[src/rtl/gpio_avm_sequencer_pkg.sv]
// rtl/gpio_avm_sequencer_pkg.sv - shared types and constants for the GPIO Avalon-MM sequencer
// Purpose: sequencer state encoding, GPIO slave register map and the expected slave ID.
// Ports: none (package).
package gpio_avm_pkg;

  typedef enum logic [2:0] {
    PRB0 = 3'd0,
    PRB1 = 3'd1,
    IDLE = 3'd2,
    REQ  = 3'd3,
    LAT  = 3'd4,
    RSP  = 3'd5
  } state_t;

  // GPIO slave word addresses
  localparam logic [4:0] ADDR_WIDTH  = 5'd0;
  localparam logic [4:0] ADDR_ID     = 5'd1;
  localparam logic [4:0] ADDR_OE     = 5'd2;
  localparam logic [4:0] ADDR_IN     = 5'd3;
  localparam logic [4:0] ADDR_BIT_LO = 5'd4;
  localparam logic [4:0] ADDR_BIT_HI = 5'd5;

  localparam logic [31:0] GPIO_ID = 32'hEA680001;

endpackage

[src/rtl/gpio_avm_sequencer_if.sv]
// rtl/gpio_avm_sequencer_if.sv - command/response and Avalon-MM signal bundle
// Purpose: groups the host command/response handshake and the Avalon-MM master bus.
// Ports (modport master = sequencer side, slave = host + GPIO slave side):
//   cmd_valid/cmd_ready/cmd_write/cmd_address/cmd_writedata/cmd_byteenable - host command
//   rsp_valid/rsp_data/rsp_error - response pulse and held result
//   avm_address/avm_read/avm_write/avm_writedata/avm_byteenable/avm_readdata/avm_waitrequest - bus
interface gpio_avm_sequencer_if;
  logic        cmd_valid;
  logic        cmd_ready;
  logic        cmd_write;
  logic [4:0]  cmd_address;
  logic [31:0] cmd_writedata;
  logic [3:0]  cmd_byteenable;
  logic        rsp_valid;
  logic [31:0] rsp_data;
  logic        rsp_error;
  logic [4:0]  avm_address;
  logic        avm_read;
  logic        avm_write;
  logic [31:0] avm_writedata;
  logic [3:0]  avm_byteenable;
  logic [31:0] avm_readdata;
  logic        avm_waitrequest;

  modport master (
    input  cmd_valid, cmd_write, cmd_address, cmd_writedata, cmd_byteenable,
    output cmd_ready, rsp_valid, rsp_data, rsp_error,
    output avm_address, avm_read, avm_write, avm_writedata, avm_byteenable,
    input  avm_readdata, avm_waitrequest
  );

  modport slave (
    output cmd_valid, cmd_write, cmd_address, cmd_writedata, cmd_byteenable,
    input  cmd_ready, rsp_valid, rsp_data, rsp_error,
    input  avm_address, avm_read, avm_write, avm_writedata, avm_byteenable,
    output avm_readdata, avm_waitrequest
  );
endinterface

[src/rtl/gpio_avm_sequencer_timer.sv]
// rtl/gpio_avm_sequencer_timer.sv - stall timeout and read latency counters
// Purpose: counts waitrequest stalls of the active request and cycles spent waiting for read data.
// Ports:
//   csi_MCLK_clk, rsi_MRST_reset - clock, async active-high reset
//   i_req          - a bus request is currently asserted
//   i_waitrequest  - slave stall
//   i_lat_run      - sequencer is waiting for read data
//   o_timeout      - this stalled cycle is the last one allowed; drop the request
//   o_lat_done     - read data is valid this cycle
module avm_req_timer #(
  parameter int READ_LATENCY = 1,
  parameter int TIMEOUT      = 255
) (
  input  logic csi_MCLK_clk,
  input  logic rsi_MRST_reset,
  input  logic i_req,
  input  logic i_waitrequest,
  input  logic i_lat_run,
  output logic o_timeout,
  output logic o_lat_done
);

  localparam logic [7:0] STALL_LAST = 8'(TIMEOUT - 1);
  localparam logic [1:0] LAT_LAST   = 2'(READ_LATENCY - 1);

  logic [7:0] r_stall_cnt;
  logic [1:0] r_lat_cnt;

  // Timeout fires during the TIMEOUT-th stalled cycle so the request is held exactly TIMEOUT cycles.
  assign o_timeout  = i_req && i_waitrequest && (r_stall_cnt == STALL_LAST);
  assign o_lat_done = i_lat_run && (r_lat_cnt == LAT_LAST);

  always_ff @(posedge csi_MCLK_clk or posedge rsi_MRST_reset) begin
    if (rsi_MRST_reset) begin
      r_stall_cnt <= 8'd0;
      r_lat_cnt   <= 2'd0;
    end else begin
      if (!i_req || !i_waitrequest || o_timeout) r_stall_cnt <= 8'd0;
      else                                       r_stall_cnt <= r_stall_cnt + 8'd1;
      if (!i_lat_run || o_lat_done) r_lat_cnt <= 2'd0;
      else                          r_lat_cnt <= r_lat_cnt + 2'd1;
    end
  end

endmodule

[src/rtl/gpio_avm_sequencer.sv]
// rtl/gpio_avm_sequencer.sv - Avalon-MM master that probes and drives one GPIO slave
// Purpose: reads the slave width/ID registers after reset, then runs host commands as single
//          Avalon reads/writes with waitrequest, fixed read latency and stall timeout.
// Ports:
//   csi_MCLK_clk, rsi_MRST_reset - clock, async active-high reset
//   bus        - command/response handshake and Avalon-MM master (master modport)
//   probe_done - probe sequence finished (sticky)
//   probe_ok   - slave ID matched EXPECT_ID (sticky)
//   port_width - low byte of slave address 0
module gpio_avm_sequencer
  import gpio_avm_pkg::*;
#(
  parameter int          READ_LATENCY = 1,
  parameter logic [31:0] EXPECT_ID    = GPIO_ID,
  parameter int          TIMEOUT      = 255
) (
  input  logic                        csi_MCLK_clk,
  input  logic                        rsi_MRST_reset,
  gpio_avm_sequencer_if.master        bus,
  output logic                        probe_done,
  output logic                        probe_ok,
  output logic [7:0]                  port_width
);

  state_t      r_state, w_state;
  logic        r_avm_read, w_avm_read;
  logic        r_avm_write, w_avm_write;
  logic [4:0]  r_addr, w_addr;
  logic [31:0] r_wdata, w_wdata;
  logic [3:0]  r_be, w_be;
  logic [31:0] r_rsp_data, w_rsp_data;
  logic        r_rsp_error, w_rsp_error;
  logic        r_probe_done, w_probe_done;
  logic        r_probe_ok, w_probe_ok;
  logic [7:0]  r_port_width, w_port_width;

  logic w_req, w_accept, w_timeout, w_lat_done, w_cmd_ready;

  assign w_req       = r_avm_read | r_avm_write;
  assign w_accept    = w_req & ~bus.avm_waitrequest;
  assign w_cmd_ready = (r_state == IDLE) & r_probe_done;

  avm_req_timer #(
    .READ_LATENCY(READ_LATENCY),
    .TIMEOUT     (TIMEOUT)
  ) u_timer (
    .csi_MCLK_clk  (csi_MCLK_clk),
    .rsi_MRST_reset(rsi_MRST_reset),
    .i_req         (w_req),
    .i_waitrequest (bus.avm_waitrequest),
    .i_lat_run     (r_state == LAT),
    .o_timeout     (w_timeout),
    .o_lat_done    (w_lat_done)
  );

  always_ff @(posedge csi_MCLK_clk or posedge rsi_MRST_reset) begin
    if (rsi_MRST_reset) begin
      r_state      <= PRB0;
      r_avm_read   <= 1'b0;
      r_avm_write  <= 1'b0;
      r_addr       <= 5'd0;
      r_wdata      <= 32'd0;
      r_be         <= 4'd0;
      r_rsp_data   <= 32'd0;
      r_rsp_error  <= 1'b0;
      r_probe_done <= 1'b0;
      r_probe_ok   <= 1'b0;
      r_port_width <= 8'd0;
    end else begin
      r_state      <= w_state;
      r_avm_read   <= w_avm_read;
      r_avm_write  <= w_avm_write;
      r_addr       <= w_addr;
      r_wdata      <= w_wdata;
      r_be         <= w_be;
      r_rsp_data   <= w_rsp_data;
      r_rsp_error  <= w_rsp_error;
      r_probe_done <= w_probe_done;
      r_probe_ok   <= w_probe_ok;
      r_port_width <= w_port_width;
    end
  end

  // Bus request flags are registered and raised on entry to a request state, so every
  // output is a flop (or a decode of flops) and reset drops the bus immediately.
  always_comb begin
    w_state      = r_state;
    w_avm_read   = r_avm_read;
    w_avm_write  = r_avm_write;
    w_addr       = r_addr;
    w_wdata      = r_wdata;
    w_be         = r_be;
    w_rsp_data   = r_rsp_data;
    w_rsp_error  = r_rsp_error;
    w_probe_done = r_probe_done;
    w_probe_ok   = r_probe_ok;
    w_port_width = r_port_width;
    case (r_state)
      PRB0, PRB1: begin
        if (!r_avm_read) begin
          // first cycle in a probe state launches the read
          w_avm_read = 1'b1;
          w_addr     = (r_state == PRB0) ? ADDR_WIDTH : ADDR_ID;
          w_be       = 4'hF;
        end else if (w_accept) begin
          w_avm_read = 1'b0;
          w_state    = LAT;
        end else if (w_timeout) begin
          w_avm_read   = 1'b0;
          w_probe_done = 1'b1;
          w_probe_ok   = 1'b0;
          w_state      = IDLE;
        end
      end
      IDLE: begin
        if (bus.cmd_valid && w_cmd_ready) begin
          w_addr      = bus.cmd_address;
          w_wdata     = bus.cmd_writedata;
          w_be        = bus.cmd_write ? bus.cmd_byteenable : 4'hF;
          // a failed probe leaves the bus untouched; REQ then answers with an error
          w_avm_read  = r_probe_ok & ~bus.cmd_write;
          w_avm_write = r_probe_ok & bus.cmd_write;
          w_state     = REQ;
        end
      end
      REQ: begin
        if (!r_probe_ok) begin
          w_rsp_data  = 32'd0;
          w_rsp_error = 1'b1;
          w_state     = RSP;
        end else if (w_accept) begin
          w_avm_read  = 1'b0;
          w_avm_write = 1'b0;
          if (r_avm_write) begin
            w_rsp_data  = 32'd0;
            w_rsp_error = 1'b0;
            w_state     = RSP;
          end else begin
            w_state = LAT;
          end
        end else if (w_timeout) begin
          w_avm_read  = 1'b0;
          w_avm_write = 1'b0;
          w_rsp_data  = 32'd0;
          w_rsp_error = 1'b1;
          w_state     = RSP;
        end
      end
      LAT: begin
        if (w_lat_done) begin
          if (r_probe_done) begin
            w_rsp_data  = bus.avm_readdata;
            w_rsp_error = 1'b0;
            w_state     = RSP;
          end else if (r_addr == ADDR_WIDTH) begin
            w_port_width = bus.avm_readdata[7:0];
            w_state      = PRB1;
          end else begin
            w_probe_ok   = (bus.avm_readdata == EXPECT_ID);
            w_probe_done = 1'b1;
            w_state      = IDLE;
          end
        end
      end
      RSP:     w_state = IDLE;
      default: w_state = PRB0;
    endcase
  end

  assign bus.cmd_ready      = w_cmd_ready;
  assign bus.rsp_valid      = (r_state == RSP);
  assign bus.rsp_data       = r_rsp_data;
  assign bus.rsp_error      = r_rsp_error;
  assign bus.avm_address    = r_addr;
  assign bus.avm_read       = r_avm_read;
  assign bus.avm_write      = r_avm_write;
  assign bus.avm_writedata  = r_wdata;
  assign bus.avm_byteenable = r_be;
  assign probe_done         = r_probe_done;
  assign probe_ok           = r_probe_ok;
  assign port_width         = r_port_width;

endmodule

[src/flat_wrapper.sv]
// flat-port wrapper written by rule: the top's interface ports become plain ports
module gpio_avm_sequencer_flat import gpio_avm_pkg::*;
#(
  parameter int          READ_LATENCY = 1,
  parameter logic [31:0] EXPECT_ID    = GPIO_ID,
  parameter int          TIMEOUT      = 255
)
  (csi_MCLK_clk, rsi_MRST_reset, probe_done, probe_ok, port_width, bus_cmd_valid, bus_cmd_write, bus_cmd_address, bus_cmd_writedata, bus_cmd_byteenable, bus_cmd_ready, bus_rsp_valid, bus_rsp_data, bus_rsp_error, bus_avm_address, bus_avm_read, bus_avm_write, bus_avm_writedata, bus_avm_byteenable, bus_avm_readdata, bus_avm_waitrequest);
  gpio_avm_sequencer_if bus_i ();
  input  logic csi_MCLK_clk;
  input  logic rsi_MRST_reset;
  output logic probe_done;
  output logic probe_ok;
  output logic [7:0] port_width;
  input wire logic [$bits(bus_i.cmd_valid)-1:0] bus_cmd_valid;
  input wire logic [$bits(bus_i.cmd_write)-1:0] bus_cmd_write;
  input wire logic [$bits(bus_i.cmd_address)-1:0] bus_cmd_address;
  input wire logic [$bits(bus_i.cmd_writedata)-1:0] bus_cmd_writedata;
  input wire logic [$bits(bus_i.cmd_byteenable)-1:0] bus_cmd_byteenable;
  output wire logic [$bits(bus_i.cmd_ready)-1:0] bus_cmd_ready;
  output wire logic [$bits(bus_i.rsp_valid)-1:0] bus_rsp_valid;
  output wire logic [$bits(bus_i.rsp_data)-1:0] bus_rsp_data;
  output wire logic [$bits(bus_i.rsp_error)-1:0] bus_rsp_error;
  output wire logic [$bits(bus_i.avm_address)-1:0] bus_avm_address;
  output wire logic [$bits(bus_i.avm_read)-1:0] bus_avm_read;
  output wire logic [$bits(bus_i.avm_write)-1:0] bus_avm_write;
  output wire logic [$bits(bus_i.avm_writedata)-1:0] bus_avm_writedata;
  output wire logic [$bits(bus_i.avm_byteenable)-1:0] bus_avm_byteenable;
  input wire logic [$bits(bus_i.avm_readdata)-1:0] bus_avm_readdata;
  input wire logic [$bits(bus_i.avm_waitrequest)-1:0] bus_avm_waitrequest;
  assign bus_i.cmd_valid = bus_cmd_valid;
  assign bus_i.cmd_write = bus_cmd_write;
  assign bus_i.cmd_address = bus_cmd_address;
  assign bus_i.cmd_writedata = bus_cmd_writedata;
  assign bus_i.cmd_byteenable = bus_cmd_byteenable;
  assign bus_cmd_ready = bus_i.cmd_ready;
  assign bus_rsp_valid = bus_i.rsp_valid;
  assign bus_rsp_data = bus_i.rsp_data;
  assign bus_rsp_error = bus_i.rsp_error;
  assign bus_avm_address = bus_i.avm_address;
  assign bus_avm_read = bus_i.avm_read;
  assign bus_avm_write = bus_i.avm_write;
  assign bus_avm_writedata = bus_i.avm_writedata;
  assign bus_avm_byteenable = bus_i.avm_byteenable;
  assign bus_i.avm_readdata = bus_avm_readdata;
  assign bus_i.avm_waitrequest = bus_avm_waitrequest;
  gpio_avm_sequencer #(.READ_LATENCY(READ_LATENCY), .EXPECT_ID(EXPECT_ID), .TIMEOUT(TIMEOUT)) u_core (.csi_MCLK_clk(csi_MCLK_clk), .rsi_MRST_reset(rsi_MRST_reset), .bus(bus_i), .probe_done(probe_done), .probe_ok(probe_ok), .port_width(port_width));
endmodule
[config.mk]
export PLATFORM = sky130hd
export DESIGN_NAME = gpio_avm_sequencer_flat
export DESIGN_NICKNAME = d
export VERILOG_FILES = /design/src/rtl/gpio_avm_sequencer_pkg.sv /design/src/rtl/gpio_avm_sequencer_if.sv /design/src/rtl/gpio_avm_sequencer_timer.sv /design/src/rtl/gpio_avm_sequencer.sv /design/src/flat_wrapper.sv
export SDC_FILE = /design/constraint.sdc
export NUM_CORES = 1
export LEC_CHECK = 0
export CAP_MARGIN = 15
export CORE_MARGIN = 2
export CORE_UTILIZATION = 49
export CTS_BUF_LIST = sky130_fd_sc_hd__clkbuf_4 sky130_fd_sc_hd__clkbuf_8
export DETAILED_ROUTE_END_ITERATION = 16
export PLACE_DENSITY = 0.87
export SYNTH_ARGS = -nofsm -noshare
export SYNTH_HDL_FRONTEND = slang
export SYNTH_HIERARCHICAL = 1
export SYNTH_SLANG_ARGS = --single-unit
[constraint.sdc]
create_clock -name csi_MCLK_clk -period 7.1 [get_ports csi_MCLK_clk]
set_clock_uncertainty 0.2 [all_clocks]
set_input_delay 2.13 -clock csi_MCLK_clk [delete_from_list [all_inputs] [get_ports csi_MCLK_clk]]
set_output_delay 2.13 -clock csi_MCLK_clk [all_outputs]
set_load 0.01 [all_outputs]
* Yosys cells after proc, flatten, opt, wreduce, memory -nomap -nowiden *
Cells that the tools add are included.

cells by class
  equal/unequal tests = 21
  reductions and logical operators = 28
  add/sub/neg operators = 2
  muxes and demuxes = 58
  bitwise logic cells = 8

operator list
  operator                number
  $mux W32                6
  $pmux W32 S2            1
  $eq A32 B32 Y1 const B  1
  $mux W3                 9
  $mux W1                 26
  $pmux W3 S5             1
  $reduce_and A5 Y1       3
  $mux W4                 3
  $ne A2 B2 Y1 const B    6
  $reduce_and A4 Y1       3
  $mux W5                 2
  $pmux W5 S2             1
  $add A8 B1 Y8 const B   1
  $eq A8 B8 Y1 const B    1
  $mux W8                 1
  $ne A2 B1 Y1 const B    4
  $pmux W1 S2             4
  $pmux W4 S2             1
  $reduce_bool A2 Y1      4
  $reduce_and A7 Y1       1
  $eq A3 B2 Y1 const B    2
  $eq A3 B3 Y1 const B    2
  $ne A3 B2 Y1 const B    2
  $logic_not A5 Y1        1
  18 further kinds        31

word-level totals
  word-level logic and storage cells = 130
  output and inout port bits = 88
  input port bits = 78
  flip-flop bits (word level) = 99

* Longest topological paths before layout *
Gate-level depths: netlist (run 1).

  word-level depth = 7
  gate-level depth with buffers = 10
  depth with buffers taken out = 8

* Modules after synthesis *
Netlist (run 1), hierarchy kept.

by module, submodules not included
  module              cells each  seq. area each (µm²)  times used  area an instance (µm²)
  gpio_avm_sequencer  343         2227.1                1           3963.8
  avm_req_timer       49          250.2                 1           500.5

* Worst setup path after synthesis (run 1) *
No wires, ideal clock.

  kind = input to register
  from = input bus_avm_waitrequest
  to = register u_core.r_rsp_error (netlist: u_core/bus.rsp_error)
  setup time = 0.127 ns
  path buffers = 1
  setup slack = 3.252 ns
  arrival = 3.521 ns
  required time = 6.773 ns
  cell stages on the path = 6
  cells stage by stage = nand2_1 -> nor4_1 -> nor2_1 -> a22o_1 -> buf_4 -> mux2_1

on the way
  elaborated cells on any way between the ends = 10
  classes of those cells = eq/ne: 2; mux: 3; bitwise: 2; reduce/logical: 3

RTL lines
  item                               line                            source
  start, declared                    flat_wrapper.sv:30              input wire logic [$bits(bus_i.avm_waitrequest)-1:0] bus_avm_waitrequest;
  $logic_and A1 B1 Y1 (2 in series)  gpio_avm_sequencer_timer.sv:30  assign o_timeout = i_req && i_waitrequest && (r_stall_cnt == STALL_LAST);
  named net u_core.w_timeout         gpio_avm_sequencer.sv:37        logic w_req, w_accept, w_timeout, w_lat_done, w_cmd_ready;
  $ne A4 B4 Y1 (no line)             n/a
  $reduce_and A5 Y1 (no line)        n/a
  end signal, assigned               gpio_avm_sequencer.sv:77        r_rsp_error <= w_rsp_error;
  end, declared                      gpio_avm_sequencer.sv:32        logic r_rsp_error, w_rsp_error;

The timed path passes the listed nets, and every way through them passes these cells.
A chain may end at the register's enable or synchronous reset.

* Worst setup path in the final report (run 1) *
Same ends and word-level chain as after synthesis.

==> results of run 1 <==
sequential cells by signal (all words and copies together), names as in the netlist, 2 cells and up:
signal,count
u_core/bus.avm_address,5
u_core/bus.avm_byteenable,4
u_core/bus.avm_writedata,32
u_core/bus.rsp_data,32
u_core/port_width,8
u_core/r_state,3
u_core/u_timer/r_lat_cnt,2
u_core/u_timer/r_stall_cnt,8
cell type report:
type,count,area share
clock buffer,10,0.0205
clock inverter,6,0.0148
multi-input combinational,235,0.270
timing repair buffer,168,0.261
inverter,43,0.0254
sequential,99,0.387
tap,108,0.0211
metal layers:
layer  GRT usage  vias to the layer above  routed length (um)  share of wire
met3      0.0471                       18                 606          0.054
met1       0.299                     1753                4560           0.40
met5           0                        -                   0              0
li1            -                     1662                   -              -
met2       0.406                      125                5970           0.53
met4      0.0653                        0                 179          0.016
kinds of logic after synthesis:
| family | count (synthesis) | share of synthesized area |
|---|---|---|
| AO/OA/AOI/OAI | 43 | 0.0664 |
| XOR/XNOR | 3 | 0.00589 |
| adder cells (fa/ha/maj) | 3 | 0.00841 |
| buffers and inverters | 58 | 0.0580 |
| flip-flops | 99 | 0.555 |
| multiplexers | 76 | 0.182 |
| AND/OR/NAND/NOR | 110 | 0.124 |
per-stage QoR:
stage                      util  hold WS (ps)  instances  cell area (um2)  setup WS [ps]
after floorplan               -           209        392             4460           2460
after global placement    0.705           217        653             6180           2070
after detailed placement  0.705           223        653             6180           2050
after CTS                 0.731           263        669             6400           2420
after global routing      0.731           291        669             6400           2140
final                     0.731           258        669             6400           2370
how the worst max path moves through the flow:
stage,from,end,cells past startpoint
after global routing,bus_avm_waitrequest,u_core/bus.rsp_error,6
final,bus_avm_waitrequest,u_core/bus.rsp_error,6
after detailed placement,bus_avm_waitrequest,u_core/bus.rsp_error,6
after floorplan,rsi_MRST_reset,u_core/bus.avm_address[0],1
after global placement,bus_avm_waitrequest,u_core/bus.rsp_error,6
after CTS,bus_avm_waitrequest,u_core/bus.rsp_error,6
critical path, cell delays in order:
cell and delay, ps:
clkdlybuf4s50_1 610, nand2_1 130, nor4_1 700, nor2_1 140, a22o_2 590, mux2_1 460
synth_stat cells, types with 2 or more instances:
cell type,number
xor2_1,2
buf_2,3
mux2_2,41
and2_1,3
buf_6,3
nand3_1,6
nand2_1,51
o32ai_1,3
ha_1,3
dfrtp_1,99
a22o_1,6
nand2b_1,3
nor4bb_1,3
nor2b_1,3
nor2_2,2
nand3b_1,2
a21oi_1,12
mux2i_1,34
and3_1,2
clkbuf_1,5
o21bai_1,2
a31oi_1,4
o21ai_0,8
nor4b_1,2
nor3_1,3
buf_4,4
nor4_1,5
nand4_1,2
nor2_1,16
inv_1,43
power groups by stage:
| stage | clock [mW] | sequential, mW | combinational [mW] |
|---|---|---|---|
| 6_report | 0.408 | 0.938 | 1.08 |
| 3_3_place_gp | 0 | 0.930 | 1.05 |
| 4_1_cts | 0.417 | 0.938 | 1.09 |
| 3_5_place_dp | 0 | 0.947 | 1.08 |
| 5_1_grt | 0.442 | 0.968 | 1.16 |
| 2_1_floorplan | 0 | 1.00 | 0.444 |
cell usage in the layout (no fill, tap or decap), types with 6 or more instances in the layout:
cell type / instances
o21ai_0: 8
a21oi_1: 12
dfrtp_1: 99
clkdlybuf4s50_1: 165
nand3_1: 6
mux2i_1: 34
mux2_2: 41
clkbuf_8: 9
nor2_1: 16
nand2_1: 51
inv_1: 42
==> out/results.txt, run 1 <==
Pint - 1.60 mW
Sw Share - 0.339
Die width - 99.5 um
Yosys warnings - 6
Run status - finished, final reports clean
Routed wire length - 11300 um
Cell taking the most area after synthesis - dfrtp_1
Overall Global Routing Usage - 0.234
Pwr/cell area - 378 nW/um2
Max Clk Rate - 0.212 GHz
Area occupied by multi-input gates - 1730 um2
Clock root cell - clkbuf_8
Post-Syn Nets - 473
Worst-path maximum fanout - 33
Via count - 3558
Crit. End Element - register
Synthesized instance count - 392
Comb power frac - 0.444
Post-route ant nets - 0
CTS Buffer Depth - 2
Num Clock Sinks - 99
Setup TNS Final - 0 ps
Max Cap Viol - 0
Critical Path AT - 4770 ps
Hold buffer count at cts - 0
Hold path startpoint - u_core/u_timer/r_lat_cnt[0]
Synth area leaders - dfrtp_1 (55%), mux2_2 (10%), mux2i_1 (7.6%), nand2_1 (4.3%), inv_1 (3.6%)
Post-synth ARST share - 1.00
Gp weighted congestion - 0.911
WL per Instance - 16.9 um
DRT iter0 DRCs - 138
Pins over their slew limit - 0
Fillers - 607
TritonCTS buffer count - 9
Core ar. - 8760 um2
Synth Register Bits - 99
CP required - 7140 ps
Clock latency on the worst-skew pair - 350 ps
Lkg Pwr - 2.85 nW
Share of the synthesized area in the top cell type - 0.555
GRT overflow - 0
Post-DP HPWL - 8300 um
CTS tree - done
Antenna violations before repair - 0
Final worst path period share - 0.666
P_sw - 0.820 mW
Rel. slew slack - 0.321
Syn avg cell area - 11.4 um2
Clock Power Share - 0.168
Largest net degree at the start of global routing - 54
DRC - 0
TritonRoute pass-1 iters - 4
Final nets - 637
RR Startpoint - u_core/bus.avm_read
Peak supply drop - 0.225 mV
Netlist cell types - 47
Post-synth EDFFs - 0
Main synth FF type - dfrtp_1
Vias/cell - 5.32
Seq/Total Area, Yosys - 0.555
RSZ-0062 raised after global routing - no
Power Total - 2.42 mW
Setup Crit Path Kind - in -> reg
Vias in the first global route - 3660
R2R Path End - u_core/bus.rsp_error
Worst-Margin Slew - 1020 ps
H-tree lvl count - 3
Hold Vio Cnt, Final - 0
Sequential Area - 2480 um2
WHS Path Cells - 1
Resized Gates After CTS - 0
Worst Hold End - u_core/u_timer/r_lat_cnt[0]
Number of I/O port buffers - 165
Post-Syn Area - 4460 um2
Hold Crit Class - reg -> reg
Worst-path clk slew - 90 ps
Initial core utilization - 0.509
Share of layout cells above drive strength 1 - 0.123
Min Tclk post-route - 4730 ps
Synth-to-Final Area Change - 43.5%
Die Area - 9890 um2
Antenna cells - 0
First-pass GRT wire length - 18400 um
Worst R2R Setup Slack - 4020 ps
# rows - 34
R2r worst-path depth - 7
Seq pwr share - 0.387
IO Count - 166
Post-CTS setup buffers - 0
Final Setup Violations - 0
Die height - 99.5 um
Critical Path Start Type - input pin
No activity file was read; power rests on OpenSTA's default activity.
==> inputs of run 2 (changes only) <==
CORE_UTILIZATION = 46   (was 49)
PLACE_DENSITY = 0.83   (was 0.87)
clock period = 4.88 ns   (was 7.1 ns; I/O delays follow)
==> run 2 against run 1 <==
Final area grew 0.33%. Routed wire length shrank 0.48%. Sequential power grew 45%. Via count shrank 1.5%. Utilization shrank 4.2 points. Clock power grew 27%. Total power grew 42%. Combinational power grew 45%. Critical path depth shrank 3. Critical path type is now reg -> out.
==> out/results.txt, run 2 (synthesis gave the netlist of run 1 again) <==
Run status - finished, final reports clean
Lkg Pwr - 2.85 nW (-0.14%)
Die Area - 10500 um2 (+6.3%)
Post-CTS setup buffers - 0 (unchanged)
Most frequent cells in the layout - clkdlybuf4s50_1 (165), dfrtp_1 (99), nand2_1 (51), inv_1 (42), mux2_2 (41)
Synth-to-Final Area Change - 43.9%
CP peak stage delay - 680 ps (-20 ps)
Clock latency on the worst-skew pair - 370 ps (+20 ps)
Max Cap Viol - 0 (unchanged)
Critical Path Start Type - register
Resized Gates After CTS - 0 (unchanged)
TritonCTS buffer count - 9 (unchanged)
Final nets - 639 (+0.31%)
Pint - 2.24 mW (+40%)
Via count - 3505 (-1.5%)
Post-DP Area - 6230 um2 (+0.87%)
Peak supply drop - 0.273 mV (+21%)
Critical Path AT - 1930 ps (-2840 ps)
TritonRoute pass-1 iters - 4 (unchanged)
Share of layout cells above drive strength 1 - 0.126 (+0.00312)
Die height - 103 um (+3.1%)
CTS Buffer Depth - 2 (unchanged)
Crit. End Element - output port
Pins over their slew limit - 0 (unchanged)
RSZ-0062 raised after global routing - no
Num Clock Sinks - 99 (unchanged)
Worst-path clk slew - 100 ps (about the same)
Comb power frac - 0.455 (+0.011)
Sw Share - 0.349 (+0.0106)
Setup TNS Final - 0 ps (unchanged)
Clock Power Share - 0.150 (-0.018)
Antenna violations before repair - 0 (unchanged)
CP Cell Sequence - inv_1 -> and3_1 -> clkdlybuf4s50_1
Placed cells - 676 (+3.5%)
Pwr/cell area - 536 nW/um2 (+42%)
Post-DP HPWL - 8430 um (+1.6%)
Seq pwr share - 0.395 (+0.008)
Hold Vio Cnt, Final - 0 (unchanged)
Initial core utilization - 0.479 (-0.0308)
Setup Crit Path Kind - reg -> out
Clock root cell - clkbuf_8
WL per Instance - 16.3 um (-3.8%)
Post-route ant nets - 0 (unchanged)
Slowest-stage cell, CP - dfrtp_1
CTS tree - done
Fin cells - 692 (+3.4%)
Routed wire length - 11300 um (-0.48%)
Antenna cells - 0 (unchanged)
Worst-Margin Slew - 915 ps (-104 ps)
Core ar. - 9330 um2 (+6.4%)
First-pass GRT wire length - 17700 um (-3.9%)
Worst-path maximum fanout - 16 (-52%)
Final Setup Violations - 0 (unchanged)
DRC - 0 (unchanged)
Hold Crit Class - reg -> reg
Fillers - 711 (+17%)
CP bufs+invs - 2 (+1)
Number of I/O port buffers - 165 (unchanged)
Vias/cell - 5.07 (-4.8%)
Max Clk Rate - 0.278 GHz
Hold buffer count at cts - 0 (unchanged)
Final worst path period share - 0.736
# rows - 35 (+2.9%)
Overall Global Routing Usage - 0.215 (-0.0185)
GRT overflow - 0 (unchanged)
Crit-path leading delay family - flip-flops
H-tree lvl count - 3 (unchanged)
Vias in the first global route - 3595 (-1.8%)
P_sw - 1.20 mW (+47%)
DRT iter0 DRCs - 137 (-0.72%)
Commonest non-fill, non-tap cell in the layout - clkdlybuf4s50_1
IO Count - 166 (unchanged)
Gp weighted congestion - 0.897 (-1.6%)
Fin area - 6430 um2 (+0.33%)
Largest net degree at the start of global routing - 53 (-1.9%)
Sequential Area - 2480 um2 (unchanged)
Rel. slew slack - 0.389 (+0.0687)
Die width - 103 um (+3.1%)
Area occupied by multi-input gates - 1730 um2 (unchanged)
Min Tclk post-route - 3590 ps
CP required - 3220 ps (-3920 ps)
## run 2: path summary, 6_finish.rpt
kind / startpoint / end / slack, ps / cells after the start
worst max register to register: u_core/r_state[2] / u_core/port_width[6] / 1680 / 6
worst max-delay path: u_core/r_state[1] / bus_rsp_valid / 1290 / 3
worst min-delay path: u_core/u_timer/r_lat_cnt[0] / u_core/u_timer/r_lat_cnt[0] / 260 / 1
min in group asynchronous: rsi_MRST_reset / u_core/u_timer/r_lat_cnt[0] / 1250 / 2
worst min register to register: u_core/u_timer/r_lat_cnt[0] / u_core/u_timer/r_lat_cnt[0] / 260 / 1
max in group asynchronous: rsi_MRST_reset / u_core/bus.rsp_data[2] / 2450 / 3
## run 2: power groups by stage
stage                     logic [mW]  clock network (mW)  registers (mW)
after floorplan                0.645                   0            1.46
after global placement          1.53                   0            1.36
after detailed placement        1.57                   0            1.38
after CTS                       1.58               0.530            1.36
after global routing            1.70               0.564            1.40
final                           1.57               0.517            1.36
## run 2: cell type report
class,count,share of cell area
clock buffers,10,0.0214
clock inverters,6,0.00876
inverters,43,0.0253
multi-input cells,235,0.269
flip-flops and latches,99,0.386
well taps,129,0.0251
repair buffers,170,0.265
## run 2: routing by layer
| metal | up-vias | GRT usage | wire, um |
|---|---|---|---|
| li1 | 1662 | - | - |
| met1 | 1709 | 0.281 | 4640 |
| met4 | 0 | 0.0882 | 260 |
| met5 | - | 0 | 0 |
| met2 | 116 | 0.358 | 5780 |
| met3 | 18 | 0.0366 | 578 |
## run 2: through the flow
stage / hold WS, ps / utilization / setup WS [ps] / power, mW
after floorplan: 209 / - / 909 / 2.11
after global placement: 218 / 0.668 / 1040 / 2.88
after detailed placement: 228 / 0.668 / 972 / 2.95
after CTS: 267 / 0.689 / 1270 / 3.47
after global routing: 273 / 0.689 / 1160 / 3.66
final: 262 / 0.689 / 1290 / 3.44
==> inputs of run 3 (changes only) <==
clock period = 3.4 ns   (was 4.88 ns; I/O delays follow)
==> run 3 against run 2 <==
Sequential power increased by 40%. Combinational power increased by 48%. Count of clock-buffer cells in the layout unchanged. Largest cell class unchanged. Die area unchanged. Highest routed layer unchanged. Final area increased by 0.55%. Largest power group unchanged. Critical path depth unchanged. Worst setup slack got worse by 870 ps.
==> out/results.txt, run 3 (synthesis gave the netlist of run 1 again) <==
Die height - 103 um (unchanged)
Pwr/cell area - 765 nW/um2 (+43%)
Antenna violations before repair - 0 (unchanged)
Hold Crit Class - reg -> reg
Final worst setup slack - 413 ps (-875 ps)
Worst-path maximum fanout - 4 (-12)
Resized Gates After CTS - 0 (unchanged)
Post-DP HPWL - 8520 um (+1.0%)
Crit. End Element - output port
Vias/cell - 5.06 (about the same)
Worst-path clk slew - 90 ps (about the same)
Post-DP Area - 6280 um2 (+0.76%)
Number of I/O port buffers - 165 (unchanged)
Core ar. - 9330 um2 (unchanged)
Commonest non-fill, non-tap cell in the layout - clkdlybuf4s50_1
Die Area - 10500 um2 (unchanged)
Final worst path period share - 0.879
Min Tclk post-route - 2990 ps
GRT overflow - 0 (unchanged)
Clock latency on the worst-skew pair - 370 ps (about the same)
# rows - 35 (unchanged)
WL per Instance - 16.4 um (+0.59%)
DRC - 0 (unchanged)
DRT iter0 DRCs - 158 (+15%)
Critical Path Start Type - register
R2R Path End - u_core/port_width[6]
Placed cells - 682 (+0.89%)
Fin area - 6460 um2 (+0.55%)
Setup TNS Final - 0 ps (unchanged)
DP Worst Slack - 242 ps (-730 ps)
H-tree lvl count - 3 (unchanged)
RSZ-0062 raised after global routing - no
Fillers - 708 (-0.42%)
Fin cells - 698 (+0.87%)
TritonCTS buffer count - 9 (unchanged)
Worst R2R Setup Slack - 920 ps (-760 ps)
Sw Share - 0.348 (-0.000784)
Hold Vio Cnt, Final - 0 (unchanged)
Num Clock Sinks - 99 (unchanged)
Rel. slew slack - 0.671 (+0.281)
Peak supply drop - 0.416 mV (+52%)
Pint - 3.22 mW (+44%)
Initial core utilization - 0.479 (unchanged)
Run status - finished, final reports clean
Max Cap Viol - 0 (unchanged)
Clock root cell - clkbuf_8
Hold path startpoint - u_core/u_timer/r_lat_cnt[0]
Power Total - 4.94 mW (+44%)
Comb power frac - 0.470 (+0.015)
IO Count - 166 (unchanged)
Final Setup Violations - 0 (unchanged)
Clock Power Share - 0.142 (-0.008)
Final nets - 645 (+0.94%)
Antenna cells - 0 (unchanged)
Worst Hold End - u_core/u_timer/r_lat_cnt[0]
Synth-to-Final Area Change - 44.7%
RR Startpoint - u_core/r_state[0]
Gp weighted congestion - 0.826 (-8.0%)
Seq pwr share - 0.387 (-0.008)
Vias in the first global route - 3666 (+2.0%)
CTS tree - done
Die width - 103 um (unchanged)
Post-CTS setup buffers - 0 (unchanged)
Most frequent cells in the layout - clkdlybuf4s50_1 (165), dfrtp_1 (99), nand2_1 (51), inv_1 (42), mux2_2 (41)
Post-route ant nets - 0 (unchanged)
Hold buffer count at cts - 0 (unchanged)
CP required - 2180 ps (-1040 ps)
Routed wire length - 11400 um (+1.5%)
Pins over their slew limit - 0 (unchanged)
R2r worst-path depth - 7 (+1)
First-pass GRT wire length - 18000 um (+1.8%)
P_sw - 1.72 mW (+43%)
TritonRoute pass-1 iters - 4 (unchanged)
WHS Path Cells - 1 (unchanged)
Largest net degree at the start of global routing - 50 (-5.7%)
Setup Crit Path Kind - reg -> out
Critical Path AT - 1770 ps (-160 ps)
Overall Global Routing Usage - 0.220 (+0.00500)
Lkg Pwr - 2.87 nW (+0.73%)
Worst-Margin Slew - 493 ps (-422 ps)
Max Clk Rate - 0.335 GHz
CTS Buffer Depth - 2 (unchanged)
Via count - 3532 (+0.77%)
Share of layout cells above drive strength 1 - 0.135 (+0.00922)
## run 3: worst max path at each step
stage	startpoint	slack (ps)	to
floorplan	bus_avm_waitrequest	660	u_core/bus.rsp_error
global placement	bus_avm_waitrequest	280	u_core/bus.rsp_data[0]
detailed placement	bus_avm_waitrequest	240	u_core/bus.rsp_data[29]
CTS	u_core/r_state[0]	400	bus_cmd_ready
global route	u_core/r_state[0]	330	bus_cmd_ready
finish	u_core/r_state[0]	410	bus_cmd_ready
## run 3: power by group through the flow
stage	combinational, mW	sequential, mW	clock (mW)
floorplan	0.926	2.10	0
global placement	2.27	1.90	0
detailed placement	2.33	1.93	0
CTS	2.34	1.92	0.731
global route	2.49	1.98	0.773
finish	2.32	1.91	0.703
## run 3: metrics by stage
stage / hold WS, ps / util
after global placement: 217 / 0.673
after floorplan: 209 / -
after CTS: 238 / 0.693
after detailed placement: 225 / 0.673
final: 236 / 0.693
after global routing: 263 / 0.693
## run 3: final cells by class
class                      count  area [um2]  share of cell area
clock buffer                  10         131              0.0203
tap                          129         161              0.0250
sequential                    99        2480               0.383
inverter                      43         165              0.0256
timing repair buffer         176        1750               0.270
multi-input combinational    235        1730               0.268
clock inverter                 6        50.0             0.00775
## run 3: worst max-delay path, cell delays in order (launching register included)
cell and delay (ps):
dfrtp_1 400, nor2_1 270, and3_1 190, clkdlybuf4s50_1 540
## run 3: routing by layer
| layer | GRT usage | wire (um) | up-vias |
|---|---|---|---|
| met4 | 0.0944 | 314 | 0 |
| met1 | 0.278 | 4530 | 1698 |
| met5 | 0 | 0 | - |
| met2 | 0.377 | 5930 | 143 |
| li1 | - | - | 1668 |
| met3 | 0.0353 | 653 | 23 |
